===== src/rtl/max7219_pkg.sv =====
// Register map and framing constants shared by the MAX7219 receiver and transmitter.
// A frame is 16 bits, MSB first: [15:12] ignored, [11:8] address, [7:0] data.
package max7219_pkg;

    localparam logic [3:0] ADDR_NOP          = 4'h0;
    localparam logic [3:0] ADDR_DIGIT0       = 4'h1;
    localparam logic [3:0] ADDR_DIGIT1       = 4'h2;
    localparam logic [3:0] ADDR_DIGIT2       = 4'h3;
    localparam logic [3:0] ADDR_DIGIT3       = 4'h4;
    localparam logic [3:0] ADDR_DIGIT4       = 4'h5;
    localparam logic [3:0] ADDR_DIGIT5       = 4'h6;
    localparam logic [3:0] ADDR_DIGIT6       = 4'h7;
    localparam logic [3:0] ADDR_DIGIT7       = 4'h8;
    localparam logic [3:0] ADDR_DECODE_MODE  = 4'h9;
    localparam logic [3:0] ADDR_INTENSITY    = 4'hA;
    localparam logic [3:0] ADDR_SCAN_LIMIT   = 4'hB;
    localparam logic [3:0] ADDR_SHUTDOWN     = 4'hC;
    localparam logic [3:0] ADDR_DISPLAY_TEST = 4'hF;

    localparam int unsigned DIGIT_COUNT = 8;
    localparam logic [4:0]  FRAME_BITS  = 5'd16;

    // Digit registers are addressed 1..8; this maps an address onto digit[0..7].
    function automatic logic [2:0] digit_index(input logic [3:0] addr);
        logic [3:0] idx;
        idx = addr - ADDR_DIGIT0;
        return idx[2:0];
    endfunction

endpackage


===== src/rtl/max7219_sync_edge.sv =====
// Two-flop synchronizer with a third stage for edge detection.
// Edge pulses are registered, so level and the pulses line up in the same cycle.
module max7219_sync_edge #(
    parameter logic IDLE = 1'b0
) (
    input  logic clk,
    input  logic reset_n,
    input  logic async_in,
    output logic level,
    output logic rise,
    output logic fall
);

    logic [2:0] stage_q, stage_d;
    logic       rise_q, rise_d;
    logic       fall_q, fall_d;

    always_comb begin
        stage_d = {stage_q[1:0], async_in};
        rise_d  = stage_q[1] & ~stage_q[2];
        fall_d  = ~stage_q[1] & stage_q[2];
    end

    always_ff @(posedge clk) begin
        if (!reset_n) begin
            stage_q <= {3{IDLE}};
            rise_q  <= 1'b0;
            fall_q  <= 1'b0;
        end else begin
            stage_q <= stage_d;
            rise_q  <= rise_d;
            fall_q  <= fall_d;
        end
    end

    assign level = stage_q[2];
    assign rise  = rise_q;
    assign fall  = fall_q;

endmodule


===== src/rtl/max7219_receiver.sv =====
// MAX7219-compatible serial receiver: shifts 16-bit frames in under cs,
// latches them into the display register bank on cs rising edge.
module max7219_receiver
    import max7219_pkg::*;
(
    input  logic       clk,
    input  logic       reset_n,
    input  logic       spi_clk,
    input  logic       din,
    input  logic       cs,
    output logic       dout,
    output logic [7:0] digit [0:7],
    output logic [7:0] decode_mode,
    output logic [3:0] intensity,
    output logic [2:0] scan_limit,
    output logic       shutdown_n,
    output logic       display_test,
    output logic       wr_strobe,
    output logic [3:0] wr_addr,
    output logic [7:0] wr_data,
    output logic       frame_err
);

    logic spi_lvl, spi_rise, spi_fall;
    logic din_lvl, din_rise, din_fall;
    logic cs_lvl, cs_rise, cs_fall;

    max7219_sync_edge #(.IDLE(1'b0)) u_sync_spi (
        .clk      (clk),
        .reset_n  (reset_n),
        .async_in (spi_clk),
        .level    (spi_lvl),
        .rise     (spi_rise),
        .fall     (spi_fall)
    );

    max7219_sync_edge #(.IDLE(1'b0)) u_sync_din (
        .clk      (clk),
        .reset_n  (reset_n),
        .async_in (din),
        .level    (din_lvl),
        .rise     (din_rise),
        .fall     (din_fall)
    );

    max7219_sync_edge #(.IDLE(1'b1)) u_sync_cs (
        .clk      (clk),
        .reset_n  (reset_n),
        .async_in (cs),
        .level    (cs_lvl),
        .rise     (cs_rise),
        .fall     (cs_fall)
    );

    logic unused_sync;
    assign unused_sync = ^{spi_lvl, din_rise, din_fall};

    logic [15:0] shift_q, shift_d;
    logic [4:0]  bit_cnt_q, bit_cnt_d;
    logic        dout_q, dout_d;
    logic [7:0]  digit_q [0:7];
    logic [7:0]  digit_d [0:7];
    logic [7:0]  decode_mode_q, decode_mode_d;
    logic [3:0]  intensity_q, intensity_d;
    logic [2:0]  scan_limit_q, scan_limit_d;
    logic        shutdown_n_q, shutdown_n_d;
    logic        display_test_q, display_test_d;
    logic        wr_strobe_q, wr_strobe_d;
    logic [3:0]  wr_addr_q, wr_addr_d;
    logic [7:0]  wr_data_q, wr_data_d;
    logic        frame_err_q, frame_err_d;

    logic        shift_en;
    logic        latch;
    logic [4:0]  cnt_base;
    logic [3:0]  frame_addr;
    logic [7:0]  frame_data;

    always_comb begin
        shift_d        = shift_q;
        dout_d         = dout_q;
        digit_d        = digit_q;
        decode_mode_d  = decode_mode_q;
        intensity_d    = intensity_q;
        scan_limit_d   = scan_limit_q;
        shutdown_n_d   = shutdown_n_q;
        display_test_d = display_test_q;
        wr_addr_d      = wr_addr_q;
        wr_data_d      = wr_data_q;
        wr_strobe_d    = 1'b0;
        frame_err_d    = 1'b0;
        frame_addr     = shift_q[11:8];
        frame_data     = shift_q[7:0];

        // A bit arriving with the cs rise belongs to no frame and is dropped.
        shift_en = spi_rise && !cs_lvl && !cs_rise;
        cnt_base = cs_fall ? '0 : bit_cnt_q;
        bit_cnt_d = cnt_base;
        if (shift_en) begin
            shift_d = {shift_q[14:0], din_lvl};
            if (cnt_base != FRAME_BITS) begin
                bit_cnt_d = cnt_base + 5'd1;
            end
        end

        if (spi_fall) begin
            dout_d = shift_q[15];
        end

        latch = cs_rise && (bit_cnt_q == FRAME_BITS);
        if (cs_rise && !latch) begin
            frame_err_d = 1'b1;
        end

        if (latch) begin
            wr_strobe_d = 1'b1;
            wr_addr_d   = frame_addr;
            wr_data_d   = frame_data;
            case (frame_addr)
                ADDR_DIGIT0, ADDR_DIGIT1, ADDR_DIGIT2, ADDR_DIGIT3,
                ADDR_DIGIT4, ADDR_DIGIT5, ADDR_DIGIT6, ADDR_DIGIT7:
                    digit_d[digit_index(frame_addr)] = frame_data;
                ADDR_DECODE_MODE:  decode_mode_d  = frame_data;
                ADDR_INTENSITY:    intensity_d    = frame_data[3:0];
                ADDR_SCAN_LIMIT:   scan_limit_d   = frame_data[2:0];
                ADDR_SHUTDOWN:     shutdown_n_d   = frame_data[0];
                ADDR_DISPLAY_TEST: display_test_d = frame_data[0];
                default: ;
            endcase
        end
    end

    always_ff @(posedge clk) begin
        if (!reset_n) begin
            shift_q        <= '0;
            bit_cnt_q      <= '0;
            dout_q         <= 1'b0;
            for (int unsigned i = 0; i < DIGIT_COUNT; i++) begin
                digit_q[i] <= '0;
            end
            decode_mode_q  <= '0;
            intensity_q    <= '0;
            scan_limit_q   <= '0;
            shutdown_n_q   <= 1'b0;
            display_test_q <= 1'b0;
            wr_strobe_q    <= 1'b0;
            wr_addr_q      <= '0;
            wr_data_q      <= '0;
            frame_err_q    <= 1'b0;
        end else begin
            shift_q        <= shift_d;
            bit_cnt_q      <= bit_cnt_d;
            dout_q         <= dout_d;
            digit_q        <= digit_d;
            decode_mode_q  <= decode_mode_d;
            intensity_q    <= intensity_d;
            scan_limit_q   <= scan_limit_d;
            shutdown_n_q   <= shutdown_n_d;
            display_test_q <= display_test_d;
            wr_strobe_q    <= wr_strobe_d;
            wr_addr_q      <= wr_addr_d;
            wr_data_q      <= wr_data_d;
            frame_err_q    <= frame_err_d;
        end
    end

    assign dout         = dout_q;
    assign digit        = digit_q;
    assign decode_mode  = decode_mode_q;
    assign intensity    = intensity_q;
    assign scan_limit   = scan_limit_q;
    assign shutdown_n   = shutdown_n_q;
    assign display_test = display_test_q;
    assign wr_strobe    = wr_strobe_q;
    assign wr_addr      = wr_addr_q;
    assign wr_data      = wr_data_q;
    assign frame_err    = frame_err_q;

endmodule


===== config.mk =====
export PLATFORM = sky130hd
export DESIGN_NAME = max7219_receiver
export DESIGN_NICKNAME = d
export VERILOG_FILES = /design/src/rtl/max7219_pkg.sv /design/src/rtl/max7219_sync_edge.sv /design/src/rtl/max7219_receiver.sv
export SDC_FILE = /design/constraint.sdc
export NUM_CORES = 1
export LEC_CHECK = 0
export ABC_AREA = 1
export ABC_CLOCK_PERIOD_IN_PS = 2200
export CORE_ASPECT_RATIO = 1.5
export CORE_MARGIN = 3
export CORE_UTILIZATION = 45
export DETAILED_ROUTE_END_ITERATION = 8
export PLACE_DENSITY = 0.7
export SYNTH_ARGS = -nofsm -noshare
export SYNTH_HDL_FRONTEND = slang
export SYNTH_SLANG_ARGS = --single-unit

===== constraint.sdc =====
create_clock -name clk -period 2.2 [get_ports clk]
set_clock_uncertainty 0.15 [all_clocks]
set_input_delay 0.44 -clock clk [delete_from_list [all_inputs] [get_ports clk]]
set_output_delay 0.44 -clock clk [all_outputs]
set_load 0.05 [all_outputs]

==> impl_metrics.tcl <==
set metrics [dict create \
    ff2ff_path_depth 10 \
    finalHoldViolations 0 \
    drt-wirelength-per-cell_um 13.48 \
    cp-endpoint "scan_limit[2]" \
    dr_total_vias 4589 \
    finalCritPeriodShare_pct 99.05 \
    pin_count_of_the_biggest_net_entering_global_routing 93 \
    wirelength_um 12900 \
    cts_max_path_buffers 2 \
    total_leakage_power_uw 0.003132 \
    status "finished, final reports clean" \
    yosys.cell_types.count 29 \
    vias_per_cell 4.795 \
    critPathMaxStageDelay_ns 0.82 \
    worstSetupStartpoint "scan_limit[2]$_SDFFE_PN0P_" \
    worst-setup-path-type "register to output pin" \
    clkSinkCount 130 \
    crit_buf_inv 1 \
    yosysWarningCount 0 \
    grt_pass1_wl_um 20700 \
    r2r-start "shift_q[9]$_SDFFE_PN0N_" \
    buffer_ports.inserted 100 \
    core_sq_um 11110 \
    timing.hold.worst.class "register to register" \
    path_cells "clkdlybuf4s50_1" \
    worst_slew_pin_slew_ns 0.5726 \
    place_hpwl_um 8955 \
    worst-endpoint-arrival_ns 1.59 \
    latest_clock_arrival_within_the_worst_skew_pair_ns 0.41 \
    antenna_violations_before_repair 0 \
    vdd_ir_drop_max_v 0.0005397 \
    synthesis.instances 701 \
    rows 47 \
    ff2ff_setup_slack_ns 0.19 \
    nets 809 \
    vias_in_the_first_global_route 4317 \
    synthesized_cell_area_sq_um 5167 \
    final_critical_path_setup_slack_ns 0.02080 \
    final_cell_area_sq_um 6858 \
    die_area_sq_um 12830 \
    critical_path_cell_count 1 \
    post_place_setup_slack_ns 0.1432 \
    syn2layout_area_growth_pct 32.71 \
    utilization_pct 61.70 \
    setup-violations-final 0 \
    die_w_um 93.50 \
    top_level_ports 101 \
    maxClockFrequency_mhz 458.9 \
    numCtsBuffers 17 \
    slew_headroom_pct 61.79 \
    worst_r2r_endpoint "digit[18]$_SDFFE_PN0P_" \
    fp.dieH_um 137.2 \
    critical_path_required_ns 1.61 \
    power.density_nw_per_um2 741.6 \
    overall_track_demand_over_capacity_in_global_routing_pct 20.73 \
    drv_cap 0 \
    clkTransAtPathRegs_ns 0.05 \
    clockRootBuffer "sky130_fd_sc_hd__clkbuf_16" \
    final_layout_size_suffix_gt1_share_pct 8.889 \
    crit_path_top_delay_cell "sky130_fd_sc_hd__clkdlybuf4s50_1" \
    synth_sequential_area_ratio_pct 50.36 \
    antenna-diode-count 0 \
    final_critical_period_ns 2.179 \
    dr.pass1.iters 5 \
    postSynthAreaPerCell_sq_um 7.372 \
    endpoint_kind "output pin" \
    finalWeightedCongestion 0.8632 \
    final-max-slew-violation-count 0 \
    tritoncts "built" \
    detailed_place.area_sq_um 6290 \
    antenna_violating_nets_post_route 0 \
    cts_max_level 4 \
    post-route-drc-count 0 \
    ys_seq_elements 130 \
    remaining_overflow_grt 0 \
    cp_max_fo 2 \
    worstSetupStartpointType "register" \
    cpLargestDelayFamily "buffers and inverters" \
    syn-num-nets 710 \
    drtIter0Drc 267 \
    initial_standard_cell_utilization_of_the_core_pct 46.49 \
]
[power breakdown]
group	internal (uW)	switching, uW
Combinational	28.8	62.8
Clock	1700	926
Sequential	2370	5.24
[worst min path at each step]
stage | cells past startpoint | end | start
floorplan | 1 | u_sync_spi.fall$_SDFF_PN0_ | u_sync_spi.stage_q[1]$_SDFF_PN0_
global placement | 2 | u_sync_din.stage_q[1]$_SDFF_PN0_ | u_sync_din.stage_q[0]$_SDFF_PN0_
detailed placement | 1 | u_sync_cs.stage_q[1]$_SDFF_PN1_ | u_sync_cs.stage_q[0]$_SDFF_PN1_
CTS | 1 | u_sync_spi.fall$_SDFF_PN0_ | u_sync_spi.stage_q[1]$_SDFF_PN0_
global route | 1 | u_sync_spi.fall$_SDFF_PN0_ | u_sync_spi.stage_q[1]$_SDFF_PN0_
finish | 1 | u_sync_spi.rise$_SDFF_PN0_ | u_sync_spi.stage_q[2]$_SDFF_PN0_
[synthesized netlist by cell type]
master                     count  area share (%)
sky130_fd_sc_hd__nor2_1      172              12
sky130_fd_sc_hd__nand2_1     139              10
sky130_fd_sc_hd__dfxtp_1     130              50
sky130_fd_sc_hd__inv_1        73             5.3
sky130_fd_sc_hd__nand3_1      40             3.9
sky130_fd_sc_hd__o21ai_0      38             3.7
sky130_fd_sc_hd__a21oi_1      36             3.5
sky130_fd_sc_hd__clkbuf_1     15             1.1
sky130_fd_sc_hd__buf_2        10            0.97
sky130_fd_sc_hd__nand4_1       6            0.73
sky130_fd_sc_hd__nor2_4        6             1.3
sky130_fd_sc_hd__nand3_4       5             1.7
sky130_fd_sc_hd__buf_1         4            0.29
sky130_fd_sc_hd__ha_1          4            0.97
sky130_fd_sc_hd__inv_2         3            0.22
sky130_fd_sc_hd__nand2_2       3            0.36
sky130_fd_sc_hd__a21oi_2       2            0.34
sky130_fd_sc_hd__nand3_2       2            0.39
sky130_fd_sc_hd__nor3_1        2            0.19
sky130_fd_sc_hd__or2_2         2            0.24
sky130_fd_sc_hd__a31oi_1       1            0.12
sky130_fd_sc_hd__buf_4         1            0.15
sky130_fd_sc_hd__buf_6         1            0.22
sky130_fd_sc_hd__nand2_4       1            0.22
sky130_fd_sc_hd__nand4_4       1            0.41
sky130_fd_sc_hd__nor2_2        1            0.12
sky130_fd_sc_hd__nor2_8        1            0.39
sky130_fd_sc_hd__nor3b_1       1            0.15
sky130_fd_sc_hd__o211ai_1      1            0.15
[final cells by class]
cell class / instances / area [sq um]
sequential: 130 / 2604
multi-input combinational: 464 / 2142
tap: 147 / 183.9
fill: 970 / 4257
clock inverter: 7 / 85.08
clock buffer: 22 / 464.2
inverter: 76 / 285.3
timing repair buffer: 111 / 1094
[registers in the layout, summed over array words and instances, names as in the netlist]
register            flops
scan_limit              3
shift_q                16
u_sync_cs.rise          1
u_sync_cs.stage_q       3
wr_data                 8
wr_addr                 4
frame_err               1
u_sync_din.stage_q      3
u_sync_spi.fall         1
wr_strobe               1
decode_mode             8
digit                  64
bit_cnt_q               5
shutdown_n              1
u_sync_spi.rise         1
dout                    1
u_sync_cs.fall          1
display_test            1
intensity               4
u_sync_spi.stage_q      3
[cell usage in the layout, fill, tap and decap left out, types with 2 or more instances in the layout]
cell type                         instances
sky130_fd_sc_hd__nand3_4                  5
sky130_fd_sc_hd__nor2_1                 172
sky130_fd_sc_hd__nand2_2                  3
sky130_fd_sc_hd__ha_1                     3
sky130_fd_sc_hd__bufinv_16                2
sky130_fd_sc_hd__nor2_4                   6
sky130_fd_sc_hd__a21oi_2                  2
sky130_fd_sc_hd__dfxtp_1                129
sky130_fd_sc_hd__clkbuf_16               17
sky130_fd_sc_hd__o21ai_0                 38
sky130_fd_sc_hd__buf_4                   15
sky130_fd_sc_hd__clkinv_2                 5
sky130_fd_sc_hd__nor3_1                   2
sky130_fd_sc_hd__inv_1                   73
sky130_fd_sc_hd__clkbuf_1                 3
sky130_fd_sc_hd__or2_2                    2
sky130_fd_sc_hd__nand2_1                139
sky130_fd_sc_hd__inv_2                    3
sky130_fd_sc_hd__clkdlybuf4s50_1         88
sky130_fd_sc_hd__nand3_2                  2
sky130_fd_sc_hd__a21oi_1                 36
sky130_fd_sc_hd__clkbuf_8                 2
sky130_fd_sc_hd__dlymetal6s2s_1           6
sky130_fd_sc_hd__nand3_1                 40
sky130_fd_sc_hd__nand4_1                  6
[metal layers]
layer / global-route usage, % / routed length, um
met2: 38.28 / 7148
met1: 22.98 / 5107
met4: 7.335 / 170
met5: 0 / 0
met3: 4.754 / 476
[through the flow]
stage / hold slack [ns] / instances / setup TNS, ns / power [uW]
CTS: 0.2605 / 957 / 0 / 5131
floorplan: 0.2394 / 701 / 0 / 2485
global route: 0.2642 / 957 / -0.00003730 / 5254
global placement: 0.2420 / 928 / 0 / 2510
detailed placement: 0.2502 / 928 / 0 / 2512
finish: 0.2547 / 957 / 0 / 5086
[kinds of logic after synthesis]
kind of cell               synth area share [%]
AOI/OAI and AO/OA                         7.772
DFF                                       50.36
and+or+nand+nor                           32.66
adders and majority gates                0.9686
buffers and inverters                     8.232
[what timing repair did]
item | 4_1_cts | 5_1_grt
gates resized for setup | 0 | 8
hold buffers | 0 | 0
buffers inserted | 0 | 0
setup endpoints to repair | 0 | 68
(Power assumes the default switching activity.)
==> patch: new RTL, same flow settings <==
Compare `bit_cnt_q` against `FRAME_BITS` with >= in place of ==.
--- a/src/rtl/max7219_receiver.sv
+++ b/src/rtl/max7219_receiver.sv
@@ -107,7 +107,7 @@
             dout_d = shift_q[15];
         end
 
-        latch = cs_rise && (bit_cnt_q == FRAME_BITS);
+        latch = cs_rise && (bit_cnt_q >= FRAME_BITS);
         if (cs_rise && !latch) begin
             frame_err_d = 1'b1;
         end
Behaviour: same outputs for any inputs over 10 cycles, from zero or initial values and one cycle with reset_n low; that may be too few to reach the edited logic, so the function may still have changed.
==> patch against the original RTL <==
  * Synthesized cell count shrank 11%
  * Utilization grew 2.0 points
  * Via count fell by 4.5%
  * Register-to-register slack about the same
  * Sequential cell count is the same
  * Synthesized area fell by 6.2%
  * Worst setup slack gained 0.016 ns
  * Cell count down 8.3%
  * Wire length fell by 6.3%
  * Final area is 4.3% lower
  * Total power decreased by 0.21%
  * Combinational power shrank 0.9%
  * Die area shrank 5.9%
  * Critical endpoint is now digit[44]
  * Largest cell class unchanged
==> patch: results (changes against the original RTL) <==
stage;metric;value;unit;change
status;status;completed;;unchanged
yosys;asyncSetResetFlopFracSynth;0;;unchanged
timing;max_slew.worst_pin.slew;0.5981;ns;was 0.5726 ns
pwr;leak_pwr;0.003041;uW;was 0.003132 uW
layout;layout.filler_cells;908;;was 970
route;routedWlPerCell;13.77;microns;was 13.48 microns
yosys;synth.top_cells.by_count;173 x sky130_fd_sc_hd__nor2_1, 130 x sky130_fd_sc_hd__dfxtp_1, 78 x sky130_fd_sc_hd__nand2_1;;was 172 x sky130_fd_sc_hd__nor2_1, 139 x sky130_fd_sc_hd__nand2_1, 130 x sky130_fd_sc_hd__dfxtp_1
route;met3WireLength;848;microns;was 476 microns
global_route;wire_length_of_the_first_global_routing_pass;19.37;mm;was 20.70 mm
route;wl_met1;5.037;mm;was 5.107 mm
layout;final_cell_count_no_fill;878;;was 957
layout;final_layout_size_suffix_gt1_frac;0.07463;;was 0.08889
worst_setup_path;cp_data_arrival_time;1.57;ns;was 1.59 ns
yosys;seq_area_frac_synth;0.5369;;was 0.5036
worst_hold_path;hold_path_class;primary input to flop;;was flop to flop
yosys;syn_nets;633;;was 710
route;drt_first_iter_violations;298;;was 267
global_route;global_route.usage.total;0.2026;;was 0.2073
pwr;max-vdd-ir-drop;579.8;uV;was 539.7 uV
layout;finish.net_count;733;;was 809
placement;gp_routability_congestion;0.8410;;was 0.8632
placement;detailedPlacementHpwl;8.109;mm;was 8.955 mm
yosys;post_synth_main_area_contributors;sky130_fd_sc_hd__dfxtp_1 54%, sky130_fd_sc_hd__nor2_1 13%, sky130_fd_sc_hd__o21ai_0 6.4%;;was sky130_fd_sc_hd__dfxtp_1 50%, sky130_fd_sc_hd__nor2_1 12%, sky130_fd_sc_hd__nand2_1 10%
yosys;syn_inst;624;;was 701
route;met2_length;5.987;mm;was 7.148 mm
placement;post-place-cells;846;;was 928
global_route;maximum_number_of_pins_on_one_net_before_global_route_repair;104;;was 93
yosys;synth.distinct_cells;28;;was 29
global_route;via_count_of_the_first_global_routing_pass;3992;;was 4,317
route;vias;4383;;was 4,589
patch: cell count changes in the layout (fill, tap and decap cells not counted), sizes merged, moves of 6 or more:
cell,delta
nand2,-60
nand3,-38
o21ai,+24
inv,-19
a211oi,+15
dlymetal6s2s,+12
nand4,+10
buf,-9
a21oi,-7
clkdlybuf4s50,-7
nor3,+6
patch: final cells by class:
type	count	area (sq um)	share of cell area
flip-flops and latches	130	2603	0.3966
multi-input cells	410	1906	0.2904
repair buffers	107	1106	0.1686
clock buffers	27	503.0	0.07666
inverters	58	217.7	0.03318
well taps	141	176.4	0.02689
clock inverters	5	50.05	0.007628
patch: metal layers:
metal / GRT usage / up-vias
met5: 0 / -
li1: - / 2200
met4: 0.07922 / 0
met3: 0.07062 / 23
met2: 0.3417 / 152
met1: 0.2348 / 2008
patch: cells by family after synthesis:
logic type,synth area share
flip-flops,0.5369
AO/OA/AOI/OAI,0.1193
buffers and inverters,0.06995
adder cells (fa/ha/maj),0.01033
AND/OR/NAND/NOR,0.2617
XOR/XNOR,0.001807
patch: final timing paths:
check	from	endpoint	slack [ns]	cells after the start
setup / recovery	digit[44]	digit[44]	0.04	1
hold / removal	reset_n	u_sync_cs.rise	0.24	3
setup reg to reg	shift_q[8]	digit[42]	0.19	10
hold reg to reg	u_sync_cs.stage_q[0]	u_sync_cs.stage_q[1]	0.26	1
patch: repair_timing:
item / 4_1_cts / 5_1_grt
gates resized for setup: 0 / 18
hold buffers: 0 / 0
endpoints found under the setup margin: 0 / 18
patch: stage by stage:
| stage | setup TNS (ns) | hold slack (ns) | instance area, sq um | setup WS, ns |
|---|---|---|---|---|
| floorplan | 0 | 0.2394 | 4847 | 0.3576 |
| global placement | 0 | 0.2430 | 5963 | 0.3300 |
| detailed placement | 0 | 0.2483 | 5963 | 0.2228 |
| CTS | 0 | 0.2294 | 6516 | 0.01183 |
| global route | -0.004248 | 0.2352 | 6561 | -0.004248 |
| finish | 0 | 0.2404 | 6561 | 0.03633 |
patch: report_power, final:
part,leakage (uW),internal (uW),total [uW],switching (uW)
clock network,0.000275,1670,2610,947
logic,0.00172,29.8,90.8,61.0
registers,0.00105,2370,2370,5.52
total,0.00304,4060,5080,1010
patch: worst register-to-register path: cells and delay by family (launching register included):
kind                       cells  cell delay, ns
DFF                            1            0.34
buffers and inverters          2            0.18
adders and majority gates      1            0.26
and+or+nand+nor                7            0.98
